==> config.mk <==
export PLATFORM = sky130hd
export DESIGN_NAME = traffic_sensor_conditioner
export DESIGN_NICKNAME = d
export VERILOG_FILES = /design/src/rtl/traffic_sensor_conditioner.sv
export SDC_FILE = /design/constraint.sdc
export NUM_CORES = 1
export LEC_CHECK = 0
export ABC_CLOCK_PERIOD_IN_PS = 1660
export CORE_ASPECT_RATIO = 1.2
export CORE_MARGIN = 2
export CORE_UTILIZATION = 30
export DETAILED_ROUTE_END_ITERATION = 6
export HOLD_SLACK_MARGIN = 0.02
export SLEW_MARGIN = 10
export SYNTH_ARGS = -nofsm -noshare
export SYNTH_HDL_FRONTEND = slang
export SYNTH_SLANG_ARGS = --single-unit
==> constraint.sdc <==
create_clock -name clk -period 1.66 [get_ports clk]
set_input_delay 0.249 -clock clk [delete_from_list [all_inputs] [get_ports clk]]
set_output_delay 0.249 -clock clk [all_outputs]
set_load 0.01 [all_outputs]
==> src/rtl/traffic_sensor_conditioner.sv <==
// Conditions five raw loop detectors: 2-flop sync, debounce, stuck-loop flagging.
// Define SENSOR_CALL_LATCH_EN to hold demand until the channel's light turns green.
module traffic_sensor_conditioner #(
    parameter int unsigned DEB_CYCLES  = 3,
    parameter int unsigned STUCK_LIMIT = 200
) (
    input  logic       clk,
    input  logic       reset,
    input  logic       e_left_raw,
    input  logic       e_str_raw,
    input  logic       w_left_raw,
    input  logic       w_str_raw,
    input  logic       ns_raw,
    input  logic [1:0] e_left_light,
    input  logic [1:0] e_str_light,
    input  logic [1:0] w_left_light,
    input  logic [1:0] w_str_light,
    input  logic [1:0] ns_light,
    output logic       e_left_sensor,
    output logic       e_str_sensor,
    output logic       w_left_sensor,
    output logic       w_str_sensor,
    output logic       ns_sensor,
    output logic [4:0] sensor_fault
);

    localparam int unsigned NumCh    = 5;
    localparam logic [3:0]  DebLast  = 4'(DEB_CYCLES - 1);
    localparam logic [7:0]  StuckMax = 8'(STUCK_LIMIT);
    localparam logic [1:0]  Green    = 2'd2;

    logic [NumCh-1:0]      w_raw;
    logic [NumCh-1:0][1:0] w_light;
    logic [NumCh-1:0]      w_sensor;
    logic [NumCh-1:0]      w_fault;

    assign w_raw   = {ns_raw, w_str_raw, w_left_raw, e_str_raw, e_left_raw};
    assign w_light = {ns_light, w_str_light, w_left_light, e_str_light, e_left_light};

    assign e_left_sensor = w_sensor[0];
    assign e_str_sensor  = w_sensor[1];
    assign w_left_sensor = w_sensor[2];
    assign w_str_sensor  = w_sensor[3];
    assign ns_sensor     = w_sensor[4];
    assign sensor_fault  = w_fault;

`ifndef SENSOR_CALL_LATCH_EN
    logic w_unused_light;
    assign w_unused_light = ^w_light;
`endif

    for (genvar g = 0; g < NumCh; g++) begin : g_ch
        logic       r_sync1;
        logic       r_sync2;
        logic       r_deb;
        logic       w_deb_d;
        logic [3:0] r_deb_cnt;
        logic [3:0] w_deb_cnt_d;
        logic [7:0] r_stuck_cnt;
        logic [7:0] w_stuck_cnt_d;
        logic       r_sensor;
        logic       w_sensor_d;

        // Counter only runs while the synced input disagrees; the final count toggles.
        always_comb begin
            w_deb_d     = r_deb;
            w_deb_cnt_d = 4'd0;
            if (r_sync2 != r_deb) begin
                if (r_deb_cnt == DebLast) begin
                    w_deb_d = ~r_deb;
                end else begin
                    w_deb_cnt_d = r_deb_cnt + 4'd1;
                end
            end
        end

        // Cleared by the next debounced value so the fault drops on the falling edge.
        always_comb begin
            w_stuck_cnt_d = 8'd0;
            if (w_deb_d) begin
                w_stuck_cnt_d = r_stuck_cnt;
                if (r_deb && (r_stuck_cnt != StuckMax)) begin
                    w_stuck_cnt_d = r_stuck_cnt + 8'd1;
                end
            end
        end

`ifdef SENSOR_CALL_LATCH_EN
        logic r_call;
        logic w_call_d;

        // Green clears the call even if the detector rises on the same edge.
        always_comb begin
            w_call_d = r_call | (w_deb_d & ~r_deb);
            if (w_light[g] == Green) begin
                w_call_d = 1'b0;
            end
        end

        always_ff @(posedge clk or negedge reset) begin
            if (!reset) begin
                r_call <= 1'b0;
            end else begin
                r_call <= w_call_d;
            end
        end

        assign w_sensor_d = w_deb_d | w_call_d;
`else
        assign w_sensor_d = w_deb_d;
`endif

        always_ff @(posedge clk or negedge reset) begin
            if (!reset) begin
                r_sync1     <= 1'b0;
                r_sync2     <= 1'b0;
                r_deb       <= 1'b0;
                r_deb_cnt   <= 4'd0;
                r_stuck_cnt <= 8'd0;
                r_sensor    <= 1'b0;
            end else begin
                r_sync1     <= w_raw[g];
                r_sync2     <= r_sync1;
                r_deb       <= w_deb_d;
                r_deb_cnt   <= w_deb_cnt_d;
                r_stuck_cnt <= w_stuck_cnt_d;
                r_sensor    <= w_sensor_d;
            end
        end

        assign w_sensor[g] = r_sensor;
        assign w_fault[g]  = (r_stuck_cnt == StuckMax);
    end

endmodule

Word-level counts from Yosys, hierarchy flattened
Cells that the tools add are included.
{"block": "classes", "eq_ne": 25, "n_bitwise": 5, "n_reduce_logical": 5, "muxes": 30, "add_sub_neg": 10}
{"op": "$mux W8", "count": 10}
{"op": "$add A8 B1 Y8 const B", "count": 5}
{"op": "$eq A8 B8 Y1 const B", "count": 5}
{"op": "$mux W4", "count": 10}
{"op": "$ne A8 B8 Y1 const B", "count": 5}
{"op": "$add A4 B1 Y4 const B", "count": 5}
{"op": "$eq A4 B2 Y1 const B", "count": 5}
{"op": "$mux W1", "count": 10}
{"op": "$ne A2 B1 Y1 const B", "count": 5}
{"op": "$logic_and A1 B1 Y1", "count": 5}
{"op": "$ne A1 B1 Y1", "count": 5}
{"op": "$not A1 Y1", "count": 5}
{"block": "totals", "reg_bits": 75, "inputBits": 17, "word_cells": 100, "out_inout_bits": 10}

Longest topological paths before layout
{"block": "depth", "ltp_word": 4, "mapped_depth": 5, "depth_no_buf": 5}

Least setup slack after synthesis
No wires, ideal clock.
{"block": "synth_timing", "kind": "register to register", "startpoint": "reg g_ch[0].r_stuck_cnt[0]", "endpoint": "reg g_ch[0].r_stuck_cnt[0]", "required_ns": 1.549, "t_arrival_ns": 1.410, "synth_period_minus_slack_ns": 1.521, "stages_incl_launch_ff": 6, "path_slack_ns": 0.139, "path_buffers": 0, "setup_ns": 0.111, "cell_sequence": "dfrtp_1 inv_1 ha_1 and4_1 and2_1 a2111oi_2"}
{"block": "synth_via", "elab_chain_len": 3, "elab_cells_between_ends": 6, "classes_between": "add/sub: 1; eq/ne: 2; mux: 2; reduce/logical: 1"}
{"element": "from (decl)", "line": "59", "source": "logic [7:0] r_stuck_cnt;"}
{"element": "from (signal assigned)", "line": "126", "source": "r_stuck_cnt <= w_stuck_cnt_d;"}
{"element": "$add A8 B1 Y8 / $ne A8 B8 Y1 (equally long branches)", "line": "83, 82"}
{"element": "$mux W8 / $logic_and A1 B1 Y1 (equally long branches)", "line": "82", "source": "if (r_deb && (r_stuck_cnt != StuckMax)) begin"}
{"element": "$mux W8 / $ne A2 B1 Y1 (equally long branches)"}
Parallel ways exist; a longest one is shown, timed or not. The select of a mux whose other input is x is not followed.
A chain may end at the register's enable or synchronous reset.

Final worst setup path
{"block": "layout_timing", "startpoint": "reg g_ch[3].r_stuck_cnt[4]", "endpoint": "out sensor_fault[3]"}
{"block": "layout_via", "elab_chain_len": 1}
{"element": "from (decl)", "line": "59"}
{"element": "from (signal assigned)", "line": "126"}
{"element": "$eq A8 B8 Y1", "line": "132", "source": "assign w_fault[g] = (r_stuck_cnt == StuckMax);"}
{"element": "to (decl)", "line": "24", "source": "output logic [4:0] sensor_fault"}
No other way between the ends.

==> reports/qor.txt <==
Result of the run = finished, final reports clean
Number of H-tree levels = 3
Clock latency at the later pin of the worst-skew pair = 0.33 ns
Max-cap violations = 0
Maximum number of buffers from clock root to sink = 2
Required time worst endpoint = 1.41 ns
CP Capture Type = primary output
Average cell area after synthesis = 10.54 um^2
Post-detailed-route via-to-cell ratio = 4.733
Proportion of layout cells with a drive suffix above 1 = 29.84%
Post-detailed-placement cell area = 4506 um^2
Source of the worst register-to-register timing path = g_ch[4].r_deb_cnt[0]$_DFF_PN0_
Clock input transition at the sequential cells of the worst setup and hold paths = 0.06 ns
Setup violators final = 0
Pre-CTS setup slack = -0.1018 ns
Number of detailed-routing iterations run before antenna repair = 4
Clock sink count = 75
Layout Nets = 481
Count of yosys warnings during synthesis = 0
Measured slew at the worst slew-check pin = 0.3803 ns
Area of the mapped netlist = 3761 um^2
Total nets after synthesis = 394
Most common cell after layout, fill and taps aside = sky130_fd_sc_hd__dfrtp_1
Boundary Pins = 27
Worst IR drop on VDD = 0.5917 mV
CP Max Fanout = 2
Fraction of the yosys area taken by sequential cells = 49.90%
Floorplan core area = 12170 um^2
Sum Neg Setup Slack = 0 ns
Worst-case headroom to the max-slew limit = 74.64%
Width of the die = 106.2 um
Detailed Place HPWL = 4968 um
Clock root buffer = sky130_fd_sc_hd__clkbuf_16
Commonest cells after routing, fill and taps aside = sky130_fd_sc_hd__dfrtp_1 (70), sky130_fd_sc_hd__buf_4 (64), sky130_fd_sc_hd__nor2_1 (40)
Post-synthesis cell count = 357
Crit Path Category = reg2out
Post-layout worst setup margin = 0.02703 ns
Number of hold-slack violations in the final timing report = 0
First-pass GRT wire length = 12940 um
Total congestion overflow after global routing = 0
Overall Global Routing Usage = 11.70%
R2R cell count = 6
Vias = 2887
Initial cell density of the core = 30.91%
Final Critical Period = 1.633 ns
Largest net degree at the start of global routing = 50
Number of antenna repair diodes = 0
Clock skew after layout = 0.004795 ns
Routed wire per std cell = 11.89 um
Register-to-register path setup slack = 0.16 ns
RSZ-0062 raised after global routing = yes
Power per cell area = 1379 nW/um^2
CTS Buf Count = 9
Count of state elements after synthesis = 75
DRT iter0 DRCs = 89
Pleak = 2.261 nW
Die height = 126.7 um
Distinct cell type count after synthesis = 31
Post-detailed-routing wire length = 7251 um
Signed area change from the synthesized netlist to the final layout = 34.20%
Post-DRT Antenna Nets = 0
Number of core rows = 44
Number of antenna violations at the first check in global routing = 0
Class of the tightest hold or removal check = reg2reg
Total power of the final layout = 6.958 mW
Critical path origin = g_ch[3].r_stuck_cnt[4]$_DFFE_PN0P_
Hold worst-path end = g_ch[3].r_sync2$_DFF_PN0_
Number of buffer cells added on primary ports = 16
Global placement routability congestion = 0.8107
Capture point of the worst reg-to-reg path = g_ch[4].r_stuck_cnt[1]$_DFFE_PN0P_
Startpoint of the lowest-slack hold path = g_ch[3].r_sync1$_DFF_PN0_
Worst hold stages = 0
Max-slew violations = 0
Design area = 5047 um^2
CTS tree = done
Vias in the first global route = 2886
Maximum clock rate = 612.4 MHz
Final cycle utilization of the critical path = 98.37%
Crit path arrival time = 1.38 ns
Kind of launch point of the worst setup path = register
Finished Core Util = 41.49%
Detailed-route DRC error count = 0
Fillcell total = 1132
Area of the die = 13450 um^2
report_power, final:
group	internal, mW	switching [mW]	leakage [nW]
Combinational	1.11	1.18	1.10
Clock	1.50	0.712	0.169
Sequential	2.14	0.307	0.989
Total	4.76	2.20	2.26
cell families after synthesis:
family | after synthesis | share of synthesized area [%]
simple gates | 153 | 24.22
compound gates | 54 | 8.915
xor+xnor | 25 | 5.822
flops | 75 | 49.90
buf+inv | 25 | 2.661
mux | 5 | 1.830
fa+ha+maj | 20 | 6.653
Yosys cell counts (all sizes together):
| cell type | number | area, um^2 |
|---|---|---|
| xnor2 | 5 | 43.79 |
| nand4b | 4 | 35.03 |
| nand4 | 18 | 131.4 |
| a21oi | 30 | 150.1 |
| and4 | 1 | 8.760 |
| and2 | 1 | 6.260 |
| and3 | 2 | 12.51 |
| and4b | 4 | 40.04 |
| mux2i | 5 | 68.82 |
| dfrtp | 75 | 1877 |
| nand2 | 19 | 71.32 |
| inv | 20 | 75.07 |
| or3 | 15 | 93.84 |
| o21ai | 15 | 75.07 |
| buf | 5 | 25.02 |
| nand2b | 10 | 62.56 |
| xor2 | 20 | 175.2 |
| or3b | 4 | 35.03 |
| nor4 | 6 | 43.79 |
| a211o | 4 | 35.03 |
| ha | 20 | 250.2 |
| nand3 | 11 | 55.05 |
| a2111oi | 5 | 75.07 |
| nor3 | 5 | 30.03 |
| nor3b | 9 | 120.1 |
| nor2 | 44 | 165.2 |
sequential cells by signal, summed over array words and instances, names as in the netlist:
| signal | flops |
|---|---|
| g_ch.r_sync1 | 5 |
| ns_sensor | 1 |
| g_ch.r_deb_cnt | 20 |
| e_str_sensor | 1 |
| g_ch.r_stuck_cnt | 40 |
| w_left_sensor | 1 |
| w_str_sensor | 1 |
| e_left_sensor | 1 |
| g_ch.r_sync2 | 5 |
worst max-delay path by stage:
stage | to | cells past startpoint
finish | sensor_fault[3] | 3
global route | sensor_fault[1] | 5
CTS | sensor_fault[1] | 5
detailed placement | sensor_fault[1] | 5
global placement | sensor_fault[1] | 3
floorplan | g_ch[0].r_stuck_cnt[0]$_DFFE_PN0P_ | 5
metal layers:
layer | vias to the layer above | track usage, % | wire, um
li1 | 1436 | - | -
met1 | 1413 | 14.48 | 3296
met2 | 31 | 19.53 | 3651
met3 | 7 | 2.724 | 196
met4 | 0 | 4.954 | 106
met5 | - | 0 | 0
worst max-delay path, cell delays in order (launching register included):
cell and delay [ns]:
sky130_fd_sc_hd__dfrtp_1 0.38, sky130_fd_sc_hd__or3b_4 0.42, sky130_fd_sc_hd__nor2_4 0.14, sky130_fd_sc_hd__buf_6 0.11
final cells by class:
class / instances / area, um^2 / area share, %
Clock inverter: 5 / 100.1 / 1.983
Clock buffer: 11 / 242.7 / 4.809
Timing Repair Buffer: 81 / 660.6 / 13.09
Tap cell: 161 / 201.4 / 3.991
Sequential cell: 75 / 1883 / 37.31
Inverter: 20 / 75.07 / 1.487
Multi-Input combinational cell: 257 / 1884 / 37.33
per-stage QoR:
| stage | instances | hold WS (ns) |
|---|---|---|
| final | 610 | 0.3479 |
| after global routing | 610 | 0.3459 |
| after CTS | 601 | 0.3454 |
| after detailed placement | 582 | 0.2009 |
| after global placement | 582 | 0.1944 |
| after floorplan | 357 | -0.04659 |
timing repair:
| item | CTS | global route |
|---|---|---|
| endpoints found under the setup margin | 9 | 9 |
| endpoints found under the hold margin | 26 | 0 |
| pin swaps | 6 | 6 |
| buffers inserted | 2 | 9 |
| gates resized for setup | 39 | 19 |
| hold buffers | 1 | 0 |
(Power assumes the default switching activity.)
